--- config.mk ---
export PLATFORM = sky130hd
export DESIGN_NAME = stream_demux1_2_flat
export DESIGN_NICKNAME = d
export VERILOG_FILES = /design/src/rtl/stream_demux1_2_if.sv /design/src/rtl/stream_demux1_2.sv /design/src/flat_wrapper.sv
export SDC_FILE = /design/constraint.sdc
export NUM_CORES = 1
export LEC_CHECK = 0
export CAP_MARGIN = 20
export CELL_PAD_IN_SITES_DETAIL_PLACEMENT = 2
export CELL_PAD_IN_SITES_GLOBAL_PLACEMENT = 2
export CORE_UTILIZATION = 27
export DETAILED_ROUTE_END_ITERATION = 8
export GPL_ROUTABILITY_DRIVEN = 0
export PLACE_DENSITY = 0.88
export SYNTH_ARGS = -nofsm -noshare
export SYNTH_HDL_FRONTEND = slang
export SYNTH_SLANG_ARGS = --single-unit
--- constraint.sdc ---
create_clock -name clk -period 1.7 [get_ports clk]
set_input_delay 0.51 -clock clk [delete_from_list [all_inputs] [get_ports clk]]
set_output_delay 0.51 -clock clk [all_outputs]
set_load 0.02 [all_outputs]
--- src/rtl/stream_demux1_2_if.sv ---
// Stream demux bus: one valid/ready input stream, two routed output channels,
// and per-channel completed-packet counters.
interface stream_demux1_2_if #(
  parameter int unsigned WIDTH     = 8,
  parameter int unsigned CNT_WIDTH = 4
);
  logic [WIDTH-1:0]     in_data;
  logic                 in_valid;
  logic                 in_last;
  logic                 in_ready;
  logic                 sel;

  logic [WIDTH-1:0]     out_a;
  logic                 out_a_valid;
  logic                 out_a_last;
  logic                 out_a_ready;

  logic [WIDTH-1:0]     out_b;
  logic                 out_b_valid;
  logic                 out_b_last;
  logic                 out_b_ready;

  logic [CNT_WIDTH-1:0] count_a;
  logic [CNT_WIDTH-1:0] count_b;

  // Demux side
  modport slave (
    input  in_data, in_valid, in_last, sel, out_a_ready, out_b_ready,
    output in_ready,
    output out_a, out_a_valid, out_a_last,
    output out_b, out_b_valid, out_b_last,
    output count_a, count_b
  );

  // Environment side: upstream producer plus both consumers
  modport master (
    output in_data, in_valid, in_last, sel, out_a_ready, out_b_ready,
    input  in_ready,
    input  out_a, out_a_valid, out_a_last,
    input  out_b, out_b_valid, out_b_last,
    input  count_a, count_b
  );
endinterface

--- src/rtl/stream_demux1_2.sv ---
// Registered 1:2 packet demultiplexer. SEL picks the channel on a packet's
// first beat; the route is locked until the last beat. Each output channel
// has a one-entry holding register that drains independently.
module stream_demux1_2 #(
  parameter int unsigned WIDTH     = 8,
  parameter int unsigned CNT_WIDTH = 4
) (
  input  logic              clk,
  input  logic              rst,
  stream_demux1_2_if.slave  bus
);

  typedef enum logic [1:0] {
    IDLE    = 2'd0,
    ROUTE_A = 2'd1,
    ROUTE_B = 2'd2
  } state_e;

  state_e               state_q, state_d;
  logic [WIDTH-1:0]     a_data_q, a_data_d;
  logic                 a_valid_q, a_valid_d;
  logic                 a_last_q, a_last_d;
  logic [WIDTH-1:0]     b_data_q, b_data_d;
  logic                 b_valid_q, b_valid_d;
  logic                 b_last_q, b_last_d;
  logic [CNT_WIDTH-1:0] cnt_a_q, cnt_a_d;
  logic [CNT_WIDTH-1:0] cnt_b_q, cnt_b_d;

  logic tgt_b_c;
  logic in_ready_c;
  logic accept_c;

  // Target selection and input readiness; only the target channel gates ready
  always_comb begin
    tgt_b_c    = (state_q == ROUTE_B) || ((state_q == IDLE) && bus.sel);
    in_ready_c = 1'b0;
    if (!rst) begin
      if (tgt_b_c) in_ready_c = !b_valid_q || bus.out_b_ready;
      else         in_ready_c = !a_valid_q || bus.out_a_ready;
    end
    accept_c = bus.in_valid && in_ready_c;
  end

  // Next state, output holding registers and counters
  always_comb begin
    state_d   = state_q;
    a_data_d  = a_data_q;
    a_valid_d = a_valid_q;
    a_last_d  = a_last_q;
    b_data_d  = b_data_q;
    b_valid_d = b_valid_q;
    b_last_d  = b_last_q;
    cnt_a_d   = cnt_a_q;
    cnt_b_d   = cnt_b_q;

    // Drain first; a load on the same edge overrides it below
    if (a_valid_q && bus.out_a_ready) a_valid_d = 1'b0;
    if (b_valid_q && bus.out_b_ready) b_valid_d = 1'b0;

    if (accept_c) begin
      if (tgt_b_c) begin
        b_data_d  = bus.in_data;
        b_last_d  = bus.in_last;
        b_valid_d = 1'b1;
        if (bus.in_last) cnt_b_d = cnt_b_q + CNT_WIDTH'(1);
      end else begin
        a_data_d  = bus.in_data;
        a_last_d  = bus.in_last;
        a_valid_d = 1'b1;
        if (bus.in_last) cnt_a_d = cnt_a_q + CNT_WIDTH'(1);
      end

      if (bus.in_last) state_d = IDLE;
      else             state_d = tgt_b_c ? ROUTE_B : ROUTE_A;
    end
  end

  // State and datapath registers
  always_ff @(posedge clk or posedge rst) begin
    if (rst) begin
      state_q   <= IDLE;
      a_data_q  <= '0;
      a_valid_q <= 1'b0;
      a_last_q  <= 1'b0;
      b_data_q  <= '0;
      b_valid_q <= 1'b0;
      b_last_q  <= 1'b0;
      cnt_a_q   <= '0;
      cnt_b_q   <= '0;
    end else begin
      state_q   <= state_d;
      a_data_q  <= a_data_d;
      a_valid_q <= a_valid_d;
      a_last_q  <= a_last_d;
      b_data_q  <= b_data_d;
      b_valid_q <= b_valid_d;
      b_last_q  <= b_last_d;
      cnt_a_q   <= cnt_a_d;
      cnt_b_q   <= cnt_b_d;
    end
  end

  assign bus.in_ready    = in_ready_c;
  assign bus.out_a       = a_data_q;
  assign bus.out_a_valid = a_valid_q;
  assign bus.out_a_last  = a_last_q;
  assign bus.out_b       = b_data_q;
  assign bus.out_b_valid = b_valid_q;
  assign bus.out_b_last  = b_last_q;
  assign bus.count_a     = cnt_a_q;
  assign bus.count_b     = cnt_b_q;

endmodule

--- src/flat_wrapper.sv ---
// flat-port wrapper written by rule: the top's interface ports become plain ports
module stream_demux1_2_flat 
#(
  parameter int unsigned WIDTH     = 8,
  parameter int unsigned CNT_WIDTH = 4
)
  (clk, rst, bus_in_data, bus_in_valid, bus_in_last, bus_sel, bus_out_a_ready, bus_out_b_ready, bus_in_ready, bus_out_a, bus_out_a_valid, bus_out_a_last, bus_out_b, bus_out_b_valid, bus_out_b_last, bus_count_a, bus_count_b);
  stream_demux1_2_if #(.WIDTH(WIDTH), .CNT_WIDTH(CNT_WIDTH)) bus_i ();
  input  logic clk;
  input  logic rst;
  input wire logic [$bits(bus_i.in_data)-1:0] bus_in_data;
  input wire logic [$bits(bus_i.in_valid)-1:0] bus_in_valid;
  input wire logic [$bits(bus_i.in_last)-1:0] bus_in_last;
  input wire logic [$bits(bus_i.sel)-1:0] bus_sel;
  input wire logic [$bits(bus_i.out_a_ready)-1:0] bus_out_a_ready;
  input wire logic [$bits(bus_i.out_b_ready)-1:0] bus_out_b_ready;
  output wire logic [$bits(bus_i.in_ready)-1:0] bus_in_ready;
  output wire logic [$bits(bus_i.out_a)-1:0] bus_out_a;
  output wire logic [$bits(bus_i.out_a_valid)-1:0] bus_out_a_valid;
  output wire logic [$bits(bus_i.out_a_last)-1:0] bus_out_a_last;
  output wire logic [$bits(bus_i.out_b)-1:0] bus_out_b;
  output wire logic [$bits(bus_i.out_b_valid)-1:0] bus_out_b_valid;
  output wire logic [$bits(bus_i.out_b_last)-1:0] bus_out_b_last;
  output wire logic [$bits(bus_i.count_a)-1:0] bus_count_a;
  output wire logic [$bits(bus_i.count_b)-1:0] bus_count_b;
  assign bus_i.in_data = bus_in_data;
  assign bus_i.in_valid = bus_in_valid;
  assign bus_i.in_last = bus_in_last;
  assign bus_i.sel = bus_sel;
  assign bus_i.out_a_ready = bus_out_a_ready;
  assign bus_i.out_b_ready = bus_out_b_ready;
  assign bus_in_ready = bus_i.in_ready;
  assign bus_out_a = bus_i.out_a;
  assign bus_out_a_valid = bus_i.out_a_valid;
  assign bus_out_a_last = bus_i.out_a_last;
  assign bus_out_b = bus_i.out_b;
  assign bus_out_b_valid = bus_i.out_b_valid;
  assign bus_out_b_last = bus_i.out_b_last;
  assign bus_count_a = bus_i.count_a;
  assign bus_count_b = bus_i.count_b;
  stream_demux1_2 #(.WIDTH(WIDTH), .CNT_WIDTH(CNT_WIDTH)) u_core (.clk(clk), .rst(rst), .bus(bus_i));
endmodule
==> results of run 1 <==
final cells by class:
class | count | area, um^2 | area share, %
multi-input combinational | 72 | 509 | 25.2
sequential | 30 | 751 | 37.1
inverter | 2 | 7.51 | 0.371
timing repair buffer | 66 | 581 | 28.7
tap | 52 | 65.1 | 3.22
clock buffer | 8 | 110 | 5.44
sequential cells by signal, indices dropped and copies added (netlist names):
signal	cells
u_core.bus.count_b	4
u_core.bus.out_a	8
u_core.bus.out_b_valid	1
u_core.bus.out_b	8
u_core.bus.out_a_valid	1
u_core.bus.out_b_last	1
u_core.state_q	2
u_core.bus.count_a	4
u_core.bus.out_a_last	1
logic make-up (layout without fill, tap and decap cells):
logic type | count (synthesis) | count (layout)
flops | 30 | 30
mux | 10 | 10
xor+xnor | 6 | 6
buf+inv | 4 | 76
fa+ha+maj | 2 | 2
compound gates | 4 | 4
simple gates | 50 | 50
routing by layer:
| metal | wire length [um] | GRT usage, % | up-vias |
|---|---|---|---|
| li1 | - | - | 487 |
| met1 | 1900 | 24.4 | 548 |
| met2 | 2510 | 39.1 | 39 |
| met3 | 295 | 6.40 | 10 |
| met4 | 95 | 9.52 | 0 |
| met5 | 0 | 0 | - |
worst paths after layout:
kind                       cells past startpoint                     to  slack (ps)              startpoint
min in group asynchronous                      4    u_core.bus.out_b[7]         600                     rst
setup / recovery                               6           bus_in_ready        -130                 bus_sel
hold / removal                                 1  u_core.bus.count_b[3]         460   u_core.bus.count_b[3]
hold reg to reg                                1  u_core.bus.count_b[3]         460   u_core.bus.count_b[3]
setup reg to reg                               7  u_core.bus.count_b[1]         -80  u_core.bus.out_b_valid
max in group asynchronous                      4  u_core.bus.count_b[0]         900                     rst
worst max-delay path, stage by stage:
cell             delay, ps
clkdlybuf4s15_1        200
o21bai_4               230
nor2_4                  50
a21oi_2                120
nor2_1                  50
buf_4                  150
power by group through the flow:
stage / Clock [W] / Combinational (W) / Sequential (W)
floorplan: 0 / 0.000354 / 0.00151
global placement: 0 / 0.00140 / 0.00119
detailed placement: 0 / 0.00147 / 0.00121
CTS: 0.000717 / 0.00136 / 0.00122
global route: 0.000738 / 0.00146 / 0.00126
finish: 0.000704 / 0.00137 / 0.00123
cells in the final DEF (no fill, tap or decap), types with 4 or more instances in the layout:
master,count
buf_6,6
clkbuf_8,8
nand2_1,28
nor2_1,4
buf_4,18
dfrtp_1,30
dlygate4sd2_1,30
nand2_2,4
mux2_2,8
clkdlybuf4s50_1,9
per-stage QoR:
step,total power [W],utilization (%),cell area (um^2),hold WS [ps],instances
6_report,0.00330,46.1,2020,458,230
5_1_grt,0.00346,46.1,2020,504,230
4_1_cts,0.00330,45.2,1980,467,228
3_5_place_dp,0.00268,42.5,1860,461,218
3_3_place_gp,0.00259,42.5,1860,458,218
2_1_floorplan,0.00187,-,1230,448,106
timing repair:
action / CTS / global route
hold buffers: 0 / 0
resized for setup: 48 / 11
endpoints found under the setup margin: 57 / 3
setup buffers: 2 / 2
pin swaps: 4 / 4
==> out/qor.yml, run 1 <==
synth:
  synth_fp_nets: 123
  synth_xor_area_share_pct: 4.26
  synth_common_cells: "nand2_1, dfrtp_1, mux2_2, nor2_1"
  synth_top_family_by_area: "simple AND/OR/NAND/NOR gates"
  synth_edf_count: 0
  async_flop_share_pct: 100
  yosysTopAreaCellShare_pct: 60.9
  synth_compound_area_share_pct: 2.74
  synth_top_area_cell: "dfrtp_1"
  yosys_warnings: 0
  seq_area_frac_synth_pct: 60.9
  muxShareOfSynthArea_pct: 9.43
  ys_ff_latch: 30
  synth.area.top_cells: "dfrtp_1, nand2_1, mux2_2, xnor2_1, xor2_1"
  yosysMostFrequentCell: "nand2_1"
  syn-cell-area_um2: 1230
  synth_fa_ha_area_share_pct: 2.03
  syn_area_per_cell_um2: 11.6
  synthFlopType: "dfrtp_1"
  post_synth_and_or_nand_nor_area_fraction_pct: 19.4
  syn_inst: 106
  yosysUniqueCellTypes: 22
drt:
  drtIter0Drc: 16
  num_vias: 1084
  wirelength_um: 4800
  drc: 0
  ant_nets: 0
  dr.pass1.iters: 4
  viasPerCell: 4.71
  routedWlPerCell_um: 20.9
die:
  fp.coreArea_um2: 4380
  io_pins: 44
  die_w_um: 69.6
  initial_core_util_pct: 28.1
  die-area_um2: 4840
  fp-row-count: 24
  dieHeight_um: 69.6
placed_design:
  dp_worst_setup_slack_ps: -864
  io_buffers: 43
  post-dp-hpwl_um: 2950
run_status:
  failed_checks: "setup timing"
  status: "finished with violations"
finish:
  drive_gt1_share_pct: 30.9
  nets: 194
  area_delta_synth_final_pct: 64.0
  num_antenna_cells: 0
  fillers: 456
pwr:
  p_leak_nw: 1.05
  p_sw_w: 0.00130
  internal-power_w: 0.00200
  pwr-share-clk_pct: 21.3
  max-vdd-ir-drop_mv: 0.693
  swShare_pct: 39.5
  seqPwrFrac_pct: 37.2
  power_density_nw_per_um2: 1630
  pwr-share-comb_pct: 41.5
global_routing:
  grt_pass1_vias: 1309
  grt_max_degree: 16
  grt_pass1_wl_um: 7730
  grt-ovfl-total: 0
  antenna_found_initial: 0
  gr-usage-all-layers_pct: 22.1
critical_path:
  cp_max_fo: 3
  cp.arrival_ps: 1320
  endpoint_kind: "primary output"
  cp.required_ps: 1190
  start_kind: "input port"
  critPathKind: "input port to primary output"
sta:
  fin_ws_ps: -128
  rsz0062_at_grt: "true"
  fin_crit_ps: 1830
  tightest_slew_ps: 308
  fin_setup_tns_ps: -287
  fmax_mhz: 547
  finalHoldViolCount: 0
  maxSlewViolCount: 0
  skew_ps: 12.7
  fin_crit_sh_pct: 108
  setup_viol: 5
  max-slew-margin-rel_pct: 79.4
flow_run:
  drv_cap: 0
cts:
  cts_buffer_depth: 2
  clk_latency_ps: 290
  clockRootBuffer: "clkbuf_8"
  path_clk_slew_ps: 60
  cts_buffers: 5
  htree_levels: 2
  cts_num_sinks: 30
  cts_tree: "built"
worst_hold_path:
  worstHoldPathType: "register to register"
No activity file was read; power rests on OpenSTA's default activity.
==> run 2, diff against run 1 <==
--- a/config.mk
+++ b/config.mk
@@ -5,12 +5,14 @@
 export SDC_FILE = /design/constraint.sdc
 export NUM_CORES = 1
 export LEC_CHECK = 0
+export ABC_CLOCK_PERIOD_IN_PS = 1700
 export CAP_MARGIN = 20
 export CELL_PAD_IN_SITES_DETAIL_PLACEMENT = 2
 export CELL_PAD_IN_SITES_GLOBAL_PLACEMENT = 2
 export CORE_UTILIZATION = 27
 export DETAILED_ROUTE_END_ITERATION = 8
 export GPL_ROUTABILITY_DRIVEN = 0
+export GPL_TIMING_DRIVEN = 1
 export PLACE_DENSITY = 0.88
 export SYNTH_ARGS = -nofsm -noshare
 export SYNTH_HDL_FRONTEND = slang
==> results of run 2 <==
The final DEF is identical to that of run 1; final timing and power are the same.
==> run 3, diff against run 2 <==
--- a/config.mk
+++ b/config.mk
@@ -6,7 +6,6 @@
 export NUM_CORES = 1
 export LEC_CHECK = 0
 export ABC_CLOCK_PERIOD_IN_PS = 1700
-export CAP_MARGIN = 20
 export CELL_PAD_IN_SITES_DETAIL_PLACEMENT = 2
 export CELL_PAD_IN_SITES_GLOBAL_PLACEMENT = 2
 export CORE_UTILIZATION = 27
==> results of run 3 <==
The final DEF is identical to that of run 1; final timing and power are the same.
